[src/rtl/mac_array_ctrl_if.sv]
// Control and SRAM/array bundle of the MAC array sequencer.
// The master side is the core FSM plus the array/SRAM; the slave side is the sequencer.
interface mac_array_ctrl_if #(
   parameter int addr_bw = 11,
   parameter int len_bw  = 11
);
   logic               start;
   logic               abort;
   logic [len_bw-1:0]  n_act;
   logic [addr_bw-1:0] w_base;
   logic [addr_bw-1:0] a_base;
   logic               mem_cen;
   logic [addr_bw-1:0] mem_addr;
   logic [1:0]         inst_w;
   logic               array_rst;
   logic               busy;
   logic               done;
   logic [2:0]         dbg_state;

   // start is a one-cycle request with no ready: it is accepted only while busy is low.
   modport master (
      output start, abort, n_act, w_base, a_base,
      input  mem_cen, mem_addr, inst_w, array_rst, busy, done, dbg_state
   );

   modport slave (
      input  start, abort, n_act, w_base, a_base,
      output mem_cen, mem_addr, inst_w, array_rst, busy, done, dbg_state
   );
endinterface

[src/rtl/mac_array_ctrl.sv]
// Per-layer sequencer for the weight-stationary MAC array: clear, load weights,
// gap, stream activations, drain. All outputs are registered.
module mac_array_ctrl #(
   parameter int row     = 8,
   parameter int col     = 8,
   parameter int addr_bw = 11,
   parameter int len_bw  = 11
) (
   input logic               clk,
   input logic               reset,
   mac_array_ctrl_if.slave   io_bus
);

   localparam int DRAIN_LEN = row + col - 1;
   localparam int ACT_MAX   = (1 << len_bw) - 1;
   localparam int CNT_MAX0  = (col > DRAIN_LEN) ? col : DRAIN_LEN;
   localparam int CNT_MAX   = (CNT_MAX0 > ACT_MAX) ? CNT_MAX0 : ACT_MAX;
   localparam int CNT_BW    = (CNT_MAX < 2) ? 1 : $clog2(CNT_MAX + 1);

   localparam logic [CNT_BW-1:0] LOAD_LAST  = CNT_BW'(col - 1);
   localparam logic [CNT_BW-1:0] DRAIN_LAST = CNT_BW'(DRAIN_LEN - 1);

   typedef enum logic [2:0] {
      S_IDLE, S_CLR, S_LOAD, S_GAP, S_EXEC, S_DRAIN, S_DONE
   } state_t;

   state_t             r_state;
   logic [CNT_BW-1:0]  r_cnt;
   logic [len_bw-1:0]  r_n_act;
   logic [addr_bw-1:0] r_w_base;
   logic [addr_bw-1:0] r_a_base;
   logic               r_mem_cen;
   logic [addr_bw-1:0] r_mem_addr;
   logic [1:0]         r_inst_w;
   logic               r_array_rst;
   logic               r_busy;
   logic               r_done;

   // r_cnt holds the remaining cycles minus one of the current phase.
   always_ff @(posedge clk) begin
      if (reset) begin
         r_state     <= S_IDLE;
         r_cnt       <= '0;
         r_n_act     <= '0;
         r_w_base    <= '0;
         r_a_base    <= '0;
         r_mem_cen   <= 1'b1;
         r_mem_addr  <= '0;
         r_inst_w    <= 2'b00;
         r_array_rst <= 1'b0;
         r_busy      <= 1'b0;
         r_done      <= 1'b0;
      end else if (io_bus.abort && r_state != S_IDLE) begin
         r_state     <= S_IDLE;
         r_mem_cen   <= 1'b1;
         r_inst_w    <= 2'b00;
         r_array_rst <= 1'b0;
         r_busy      <= 1'b0;
         r_done      <= 1'b0;
      end else begin
         // Reads issued this cycle land at the array one cycle later.
         r_inst_w    <= {r_state == S_EXEC, r_state == S_LOAD};
         r_array_rst <= 1'b0;
         r_done      <= 1'b0;
         case (r_state)
            S_IDLE: begin
               if (io_bus.start) begin
                  r_n_act     <= io_bus.n_act;
                  r_w_base    <= io_bus.w_base;
                  r_a_base    <= io_bus.a_base;
                  r_array_rst <= 1'b1;
                  r_busy      <= 1'b1;
                  r_state     <= S_CLR;
               end
            end
            S_CLR: begin
               r_mem_cen  <= 1'b0;
               r_mem_addr <= r_w_base;
               r_cnt      <= LOAD_LAST;
               r_state    <= S_LOAD;
            end
            S_LOAD: begin
               if (r_cnt == '0) begin
                  r_mem_cen <= 1'b1;
                  r_cnt     <= LOAD_LAST;
                  r_state   <= S_GAP;
               end else begin
                  r_cnt      <= r_cnt - 1'b1;
                  r_mem_addr <= r_mem_addr + addr_bw'(1);
               end
            end
            S_GAP: begin
               if (r_cnt != '0) begin
                  r_cnt <= r_cnt - 1'b1;
               end else if (r_n_act == '0) begin
                  r_cnt   <= DRAIN_LAST;
                  r_state <= S_DRAIN;
               end else begin
                  r_mem_cen  <= 1'b0;
                  r_mem_addr <= r_a_base;
                  r_cnt      <= CNT_BW'(r_n_act - len_bw'(1));
                  r_state    <= S_EXEC;
               end
            end
            S_EXEC: begin
               if (r_cnt == '0) begin
                  r_mem_cen <= 1'b1;
                  r_cnt     <= DRAIN_LAST;
                  r_state   <= S_DRAIN;
               end else begin
                  r_cnt      <= r_cnt - 1'b1;
                  r_mem_addr <= r_mem_addr + addr_bw'(1);
               end
            end
            S_DRAIN: begin
               if (r_cnt == '0) begin
                  r_done  <= 1'b1;
                  r_state <= S_DONE;
               end else begin
                  r_cnt <= r_cnt - 1'b1;
               end
            end
            S_DONE: begin
               r_busy  <= 1'b0;
               r_state <= S_IDLE;
            end
            default: begin
               r_mem_cen <= 1'b1;
               r_busy    <= 1'b0;
               r_state   <= S_IDLE;
            end
         endcase
      end
   end

   assign io_bus.mem_cen   = r_mem_cen;
   assign io_bus.mem_addr  = r_mem_addr;
   assign io_bus.inst_w    = r_inst_w;
   assign io_bus.array_rst = r_array_rst;
   assign io_bus.busy      = r_busy;
   assign io_bus.done      = r_done;
   assign io_bus.dbg_state = r_state;

endmodule

[src/flat_wrapper.sv]
// flat-port wrapper written by rule: the top's interface ports become plain ports
module mac_array_ctrl_flat 
#(
   parameter int row     = 8,
   parameter int col     = 8,
   parameter int addr_bw = 11,
   parameter int len_bw  = 11
)
  (clk, reset, io_bus_start, io_bus_abort, io_bus_n_act, io_bus_w_base, io_bus_a_base, io_bus_mem_cen, io_bus_mem_addr, io_bus_inst_w, io_bus_array_rst, io_bus_busy, io_bus_done, io_bus_dbg_state);
  mac_array_ctrl_if #(.addr_bw(addr_bw), .len_bw(len_bw)) io_bus_i ();
  input logic clk;
  input logic reset;
  input wire logic [$bits(io_bus_i.start)-1:0] io_bus_start;
  input wire logic [$bits(io_bus_i.abort)-1:0] io_bus_abort;
  input wire logic [$bits(io_bus_i.n_act)-1:0] io_bus_n_act;
  input wire logic [$bits(io_bus_i.w_base)-1:0] io_bus_w_base;
  input wire logic [$bits(io_bus_i.a_base)-1:0] io_bus_a_base;
  output wire logic [$bits(io_bus_i.mem_cen)-1:0] io_bus_mem_cen;
  output wire logic [$bits(io_bus_i.mem_addr)-1:0] io_bus_mem_addr;
  output wire logic [$bits(io_bus_i.inst_w)-1:0] io_bus_inst_w;
  output wire logic [$bits(io_bus_i.array_rst)-1:0] io_bus_array_rst;
  output wire logic [$bits(io_bus_i.busy)-1:0] io_bus_busy;
  output wire logic [$bits(io_bus_i.done)-1:0] io_bus_done;
  output wire logic [$bits(io_bus_i.dbg_state)-1:0] io_bus_dbg_state;
  assign io_bus_i.start = io_bus_start;
  assign io_bus_i.abort = io_bus_abort;
  assign io_bus_i.n_act = io_bus_n_act;
  assign io_bus_i.w_base = io_bus_w_base;
  assign io_bus_i.a_base = io_bus_a_base;
  assign io_bus_mem_cen = io_bus_i.mem_cen;
  assign io_bus_mem_addr = io_bus_i.mem_addr;
  assign io_bus_inst_w = io_bus_i.inst_w;
  assign io_bus_array_rst = io_bus_i.array_rst;
  assign io_bus_busy = io_bus_i.busy;
  assign io_bus_done = io_bus_i.done;
  assign io_bus_dbg_state = io_bus_i.dbg_state;
  mac_array_ctrl #(.row(row), .col(col), .addr_bw(addr_bw), .len_bw(len_bw)) u_core (.clk(clk), .reset(reset), .io_bus(io_bus_i));
endmodule
[config.mk]
export PLATFORM = sky130hd
export DESIGN_NAME = mac_array_ctrl_flat
export DESIGN_NICKNAME = d
export VERILOG_FILES = /design/src/rtl/mac_array_ctrl_if.sv /design/src/rtl/mac_array_ctrl.sv /design/src/flat_wrapper.sv
export SDC_FILE = /design/constraint.sdc
export NUM_CORES = 1
export LEC_CHECK = 0
export BUFFER_PORTS_ARGS = -buffer_cell sky130_fd_sc_hd__buf_4
export CAP_MARGIN = 20
export CORE_ASPECT_RATIO = 0.6
export CORE_MARGIN = 2
export CORE_UTILIZATION = 50
export CTS_BUF_LIST = sky130_fd_sc_hd__clkbuf_4 sky130_fd_sc_hd__clkbuf_8
export CTS_CLUSTER_SIZE = 24
export DETAILED_ROUTE_END_ITERATION = 12
export PLACE_DENSITY = 0.75
export SYNTH_ARGS = -nofsm -noshare
export SYNTH_HDL_FRONTEND = slang
export SYNTH_SLANG_ARGS = --single-unit
[constraint.sdc]
create_clock -name clk -period 2.25 [get_ports clk]
set_clock_uncertainty 0.05 [all_clocks]
set_input_delay 0.3375 -clock clk [delete_from_list [all_inputs] [get_ports clk]]
set_output_delay 0.3375 -clock clk [all_outputs]
set_load 0.01 [all_outputs]
## After elaboration in Yosys (flattened, before gate mapping)

Index checks and enable logic that the tools add are counted.

| word-level totals | value |
|---|---|
| input port bits | 37 |
| output and inout port bits | 20 |
| flip-flop bits (word level) | 64 |
| logic and storage cells | 79 |

| operators by class | value |
|---|---|
| bitwise operators | 5 |
| eq/ne operators | 15 |
| multiplexer cells | 25 |
| reductions and logical operators | 20 |
| add/subtract/negate cells | 3 |

Operators by type and width:

| kind | count |
|---|---|
| $mux 11 | 8 |
| $pmux 11 s5 | 1 |
| $pmux 11 s3 | 1 |
| $logic_not 11->1 | 2 |
| $sub 11x1->11 const B | 2 |
| $pmux 3 s6 | 1 |
| $mux 3 | 5 |
| $ne 2x2->1 const B | 7 |
| $add 11x1->11 const B | 1 |
| $reduce_bool 11->1 | 1 |
| $reduce_and 5->1 | 2 |
| $eq 3x3->1 const B | 3 |
| $reduce_or 3->1 | 3 |
| $mux 1 | 7 |
| $eq 3x2->1 const B | 2 |
| $reduce_and 3->1 | 2 |
| $reduce_bool 3->1 | 2 |
| $not 1->1 | 5 |
| $reduce_bool 5->1 | 1 |
| $reduce_or 5->1 | 1 |
| $ne 2x1->1 const B | 2 |
| $pmux 1 s4 | 1 |
| $reduce_and 4->1 | 1 |
| $reduce_or 2->1 | 2 |
| other kinds (5) | 5 |

## Depth between registers and ports, before layout

| depth | value |
|---|---|
| depth in word-level cells | 4 |
| depth in mapped cells | 8 |
| depth with buffers taken out | 7 |

## Worst setup path before layout

OpenSTA, ideal clock, no wires.

| timing | value |
|---|---|
| kind | reg2reg |
| from | register u_core.r_cnt[5] |
| to | register u_core.r_mem_addr[0], in the netlist u_core.io_bus.mem_addr[0] |
| data arrival time | 2.016 ns |
| data required time | 2.079 ns |
| clock period less this slack | 2.187 ns |
| cell stages (with the launch flop) | 7 |
| buffers on the path | 1 |
| setup time | 0.121 ns |
| slack | 0.063 ns |
| path through | dfxtp_1 -> or4_4 -> nor3_4 -> nand3_1 -> a31o_2 -> buf_6 -> mux2_4 |

| on the way | value |
|---|---|
| longest elaborated chain between the ends | 3 |
| elaborated cells between the ends (all ways) | 5 |
| those cells by class | eq/ne: 2; reduce/logical: 3 |

RTL lines:

| item | RTL line | text |
|---|---|---|
| start: declaration | mac_array_ctrl.sv:28 | `logic [CNT_BW-1:0] r_cnt;` |
| start signal: assignment | mac_array_ctrl.sv:88 | `r_cnt <= r_cnt - 1'b1;` |
| start signal: assignment | mac_array_ctrl.sv:94 | `r_cnt <= r_cnt - 1'b1;` |
| start signal: assignment | mac_array_ctrl.sv:101 | `r_cnt <= CNT_BW'(r_n_act - len_bw'(1));` |
| $reduce_bool 11->1 / $logic_not 11->1 (equally long branches) | mac_array_ctrl.sv:93, mac_array_ctrl.sv:83, mac_array_ctrl.sv:106 |  |
| $ne 2x2->1 (no line) | - |  |
| $reduce_and 5->1 (no line) * | - |  |
| end signal: assignment | mac_array_ctrl.sv:89 | `r_mem_addr <= r_mem_addr + addr_bw'(1);` |
| end signal: assignment | mac_array_ctrl.sv:100 | `r_mem_addr <= r_a_base;` |
| end signal: assignment | mac_array_ctrl.sv:112 | `r_mem_addr <= r_mem_addr + addr_bw'(1);` |
| end: declaration | mac_array_ctrl.sv:33 | `logic [addr_bw-1:0] r_mem_addr;` |

Mark *: on every way between the ends. The rest lies on a longest branch, timed or not.
A chain may end at the register's enable or synchronous reset.

## Worst setup path after layout

| timing | value |
|---|---|
| from | register u_core.r_cnt[6] |
| to | register u_core.r_mem_addr[6], in the netlist u_core.io_bus.mem_addr[6] |

Same word-level chain as after synthesis.

==> reports/results.txt <==
For the final routed database, the setup TNS stands at 0 ps. The wire-length estimate of the detail-placed layout is 7680 um. The static power due to leakage came out at 1.87 nW.

In the post-synthesis netlist, the biggest area contributors are sky130_fd_sc_hd__dfxtp_1 37%, sky130_fd_sc_hd__nand2_1 11%, sky130_fd_sc_hd__a21oi_1 7.1%. The number of endpoints failing setup at the final stage was 0. For the number of max-slew violations in the final report, the log shows 0. The run finished with clean final reports. In the routed layout, each cell is associated on average with a via count of 5.93. For the worst setup path, the data required time is 2450 ps.

Of the post-synthesis cell area, the dominant cell type holds 36.5%. Summed over all instances, the cell type with the most area after synthesis is sky130_fd_sc_hd__dfxtp_1. For the number of sinks handled by clock tree synthesis, the log shows 64. The number of standard cells after synthesis is 456. Once detail routing completed, the nets flagged for antenna violations numbered 0. The wire length per cell works out to 16.5 um. The critical path in this run is classified as flop to flop. Of the synthesized area, sequential elements account for 36.5%. For this run, the detailed router's first-pass iteration total came to 5. The final weighted congestion in routability-driven placement was 0.959.

Count of standard-cell rows: 23. For this run, design rule violations remaining after detail routing come to 0. Counting the fill cells in the layout gives 608. The tool flagged a number of max-cap violations equal to 0. For this configuration, the core starts out at a cell density of 52.1%. The logs give 67.0% for the post-route core utilization and 350 ps for the clock latency reported for the late side of the worst-skew pair. The via total after detailed routing was 3719. TritonCTS built the clock tree. Global routing finished with a remaining overflow of 0. The worst slew margin relative to its limit is 60.5%, and the mean instance size in the synthesized netlist is 7.69 um2. IR analysis of the VDD net gives a maximum drop of 0.757 mV.

The number of levels in the clock H-tree came out at 3. The commonest cells after synthesis are 99 x sky130_fd_sc_hd__nand2_1, 64 x sky130_fd_sc_hd__dfxtp_1, 50 x sky130_fd_sc_hd__a21oi_1. Setup repair after global routing left no endpoint under its margin. In this run the count of I/O pins placed on the die edge is 57. For the total global-route track usage, the log shows 27.3%. The final critical path takes up 94.7% of the cycle. In this run the power density over the cells is 1240 mW/mm2.

The synthesized netlist occupies a cell area of 0.00351 mm2. In this run the vertical extent of the chip is 68.9 um. The layout overhead on the synthesized area is 28.7%, and the maximum achievable frequency is 469 MHz. The share of flip-flops with an asynchronous set or reset after synthesis works out to 0%. The initial antenna violation count was 0; the synthesized netlist net count was 498. The count of endpoints failing hold in the final timing report is 0, and the post-CTS setup buffer count is 0. The detailed router finished its first iteration with 347 violations. In this run the tool buffered the top-level ports with 56 buffer cells.

After synthesis the netlist holds a flip-flop and latch count of 64. Clock-pin slew was measured on the worst setup and hold paths at 90 ps. The die extent in x is 112 um.

The path type of the worst min-delay path was input port to flop. At the worst endpoint, the arrival time is 2330 ps. STA classifies the critical path startpoint as a flop. The longest clock path from root to sink contains 2 buffers. The first global-routing pass estimated 16300 um of wire. Counting flops with a built-in enable in the synthesized netlist gives 0.

In this run the clock root is driven by a sky130_fd_sc_hd__clkbuf_8. Subtracting the final worst setup slack from the clock period gives 2130 ps. In the final layout, the multi-input gates occupy 0.00212 mm2.

Total detailed-routing wirelength: 10400 um. The most used flip-flop cell after synthesis is sky130_fd_sc_hd__dfxtp_1. The transition time at the pin with the least slew margin is 588 ps. The worst setup path is captured at a flop.

The number of global-route vias before repair is 3248, and the number of nets in the layout is 577. The fraction of final layout cells sized beyond drive strength 1 is 24.8%. The number of different library cells used by synthesis comes to 54. The repair_antennas step left the layout with diodes totalling 0.

In this run, CTS created clock tree buffers numbering 9. The die area is 0.00772 mm2, and the maximum fanout count along the critical path is 7. In the final layout, flip-flops and latches occupy 0.00128 mm2. Entering global routing, the biggest net connects 39 pins. The run gives 0.00673 mm2 as the placeable core area. The cell with the most instances after synthesis is sky130_fd_sc_hd__nand2_1.

During synthesis, Yosys emitted a total of 0 warnings.
[sequential cells by signal, summed over array words and instances (netlist names)]
signal	count
u_core.io_bus.mem_addr	11
u_core.io_bus.done	1
u_core.io_bus.inst_w	2
u_core.r_w_base	11
u_core.io_bus.busy	1
u_core.io_bus.array_rst	1
u_core.io_bus.dbg_state	3
u_core.io_bus.mem_cen	1
u_core.r_n_act	11
u_core.r_cnt	11
u_core.r_a_base	11
[through the flow]
| stage | std cells | setup slack (ps) | area, um2 | hold WS [ps] | power, W |
|---|---|---|---|---|---|
| 3_3_place_gp | 611 | 24.2 | 4220 | 392 | 0.00418 |
| 3_5_place_dp | 611 | 39.8 | 4220 | 398 | 0.00422 |
| 5_1_grt | 627 | 5.94 | 4510 | 173 | 0.00592 |
| 4_1_cts | 627 | 17.7 | 4470 | 158 | 0.00549 |
| 6_report | 627 | 119 | 4510 | 172 | 0.00560 |
| 2_1_floorplan | 456 | 62.9 | 3510 | 386 | 0.00323 |
[final cells by class]
| class | instances | area share, % |
|---|---|---|
| Clock buffer | 9 | 2.75 |
| Timing Repair Buffer | 95 | 15.8 |
| Multi-Input combinational cell | 354 | 46.9 |
| Inverter | 11 | 0.915 |
| Tap cell | 87 | 2.41 |
| Sequential cell | 64 | 28.5 |
| Clock inverter | 7 | 2.77 |
[final timing paths]
path	start	to	slack (ps)	cells after the start
setup / recovery	u_core.r_cnt[6]	u_core.io_bus.mem_addr[6]	120	6
hold / removal	io_bus_n_act[6]	u_core.r_n_act[6]	170	3
setup reg to reg	u_core.r_cnt[6]	u_core.io_bus.mem_addr[6]	120	6
hold reg to reg	u_core.r_w_base[4]	u_core.r_w_base[4]	410	2
[cells by family (layout without fill, tap and decap cells)]
logic type	count (synthesis)	in the layout	synth area share (%)
compound gates	120	120	22.1
buf+inv	38	122	4.28
xor+xnor	15	15	3.75
fa+ha+maj	5	5	1.78
flops	64	64	36.5
simple gates	202	202	27.6
mux	12	12	3.89
[critical path, stage by stage, from the launching register on]
cell,delay [ps]
sky130_fd_sc_hd__dfxtp_1,340
sky130_fd_sc_hd__or4_4,570
sky130_fd_sc_hd__nor3_4,220
sky130_fd_sc_hd__nand3_1,100
sky130_fd_sc_hd__a31o_2,310
sky130_fd_sc_hd__buf_4,190
sky130_fd_sc_hd__o32ai_1,260
[cells in the final DEF (no fill, tap or decap), types with 6 or more instances in the layout]
cell | netlist | layout
sky130_fd_sc_hd__nand3_1 | 15 | 14
sky130_fd_sc_hd__a21oi_1 | 50 | 50
sky130_fd_sc_hd__o21ai_0 | 14 | 14
sky130_fd_sc_hd__a22oi_1 | 6 | 6
sky130_fd_sc_hd__nand2_1 | 99 | 99
sky130_fd_sc_hd__inv_1 | 11 | 11
sky130_fd_sc_hd__nor2_1 | 21 | 21
sky130_fd_sc_hd__mux2i_1 | 8 | 8
sky130_fd_sc_hd__nor4_1 | 10 | 8
sky130_fd_sc_hd__buf_4 | 0 | 95
sky130_fd_sc_hd__xnor2_1 | 11 | 10
sky130_fd_sc_hd__clkbuf_8 | 0 | 9
sky130_fd_sc_hd__or4_1 | 7 | 6
sky130_fd_sc_hd__dfxtp_1 | 64 | 62
sky130_fd_sc_hd__nor3_1 | 12 | 11
sky130_fd_sc_hd__a31oi_1 | 7 | 7
sky130_fd_sc_hd__nor2b_1 | 8 | 7
[where the power goes]
| part | leakage [nW] | total, W | internal (W) | switching (W) |
|---|---|---|---|---|
| Combinational | 1.22 | 0.00281 | 0.00118 | 0.00163 |
| Clock | 0.125 | 0.00126 | 0.000750 | 0.000510 |
| Sequential | 0.523 | 0.00153 | 0.00133 | 0.000198 |
[layer usage]
layer,track usage (%),share of wire (%),vias to the layer above
li1,-,-,1796
met1,39.3,48,1740
met2,39.0,41,175
met3,8.92,11,8
met4,7.62,0.66,0
met5,0,0,-
[what timing repair did]
action / in CTS / in global routing
hold buffers: 0 / 0
setup endpoints to repair: 0 / 19
gates resized for setup: 0 / 11
(Power assumes the default switching activity.)
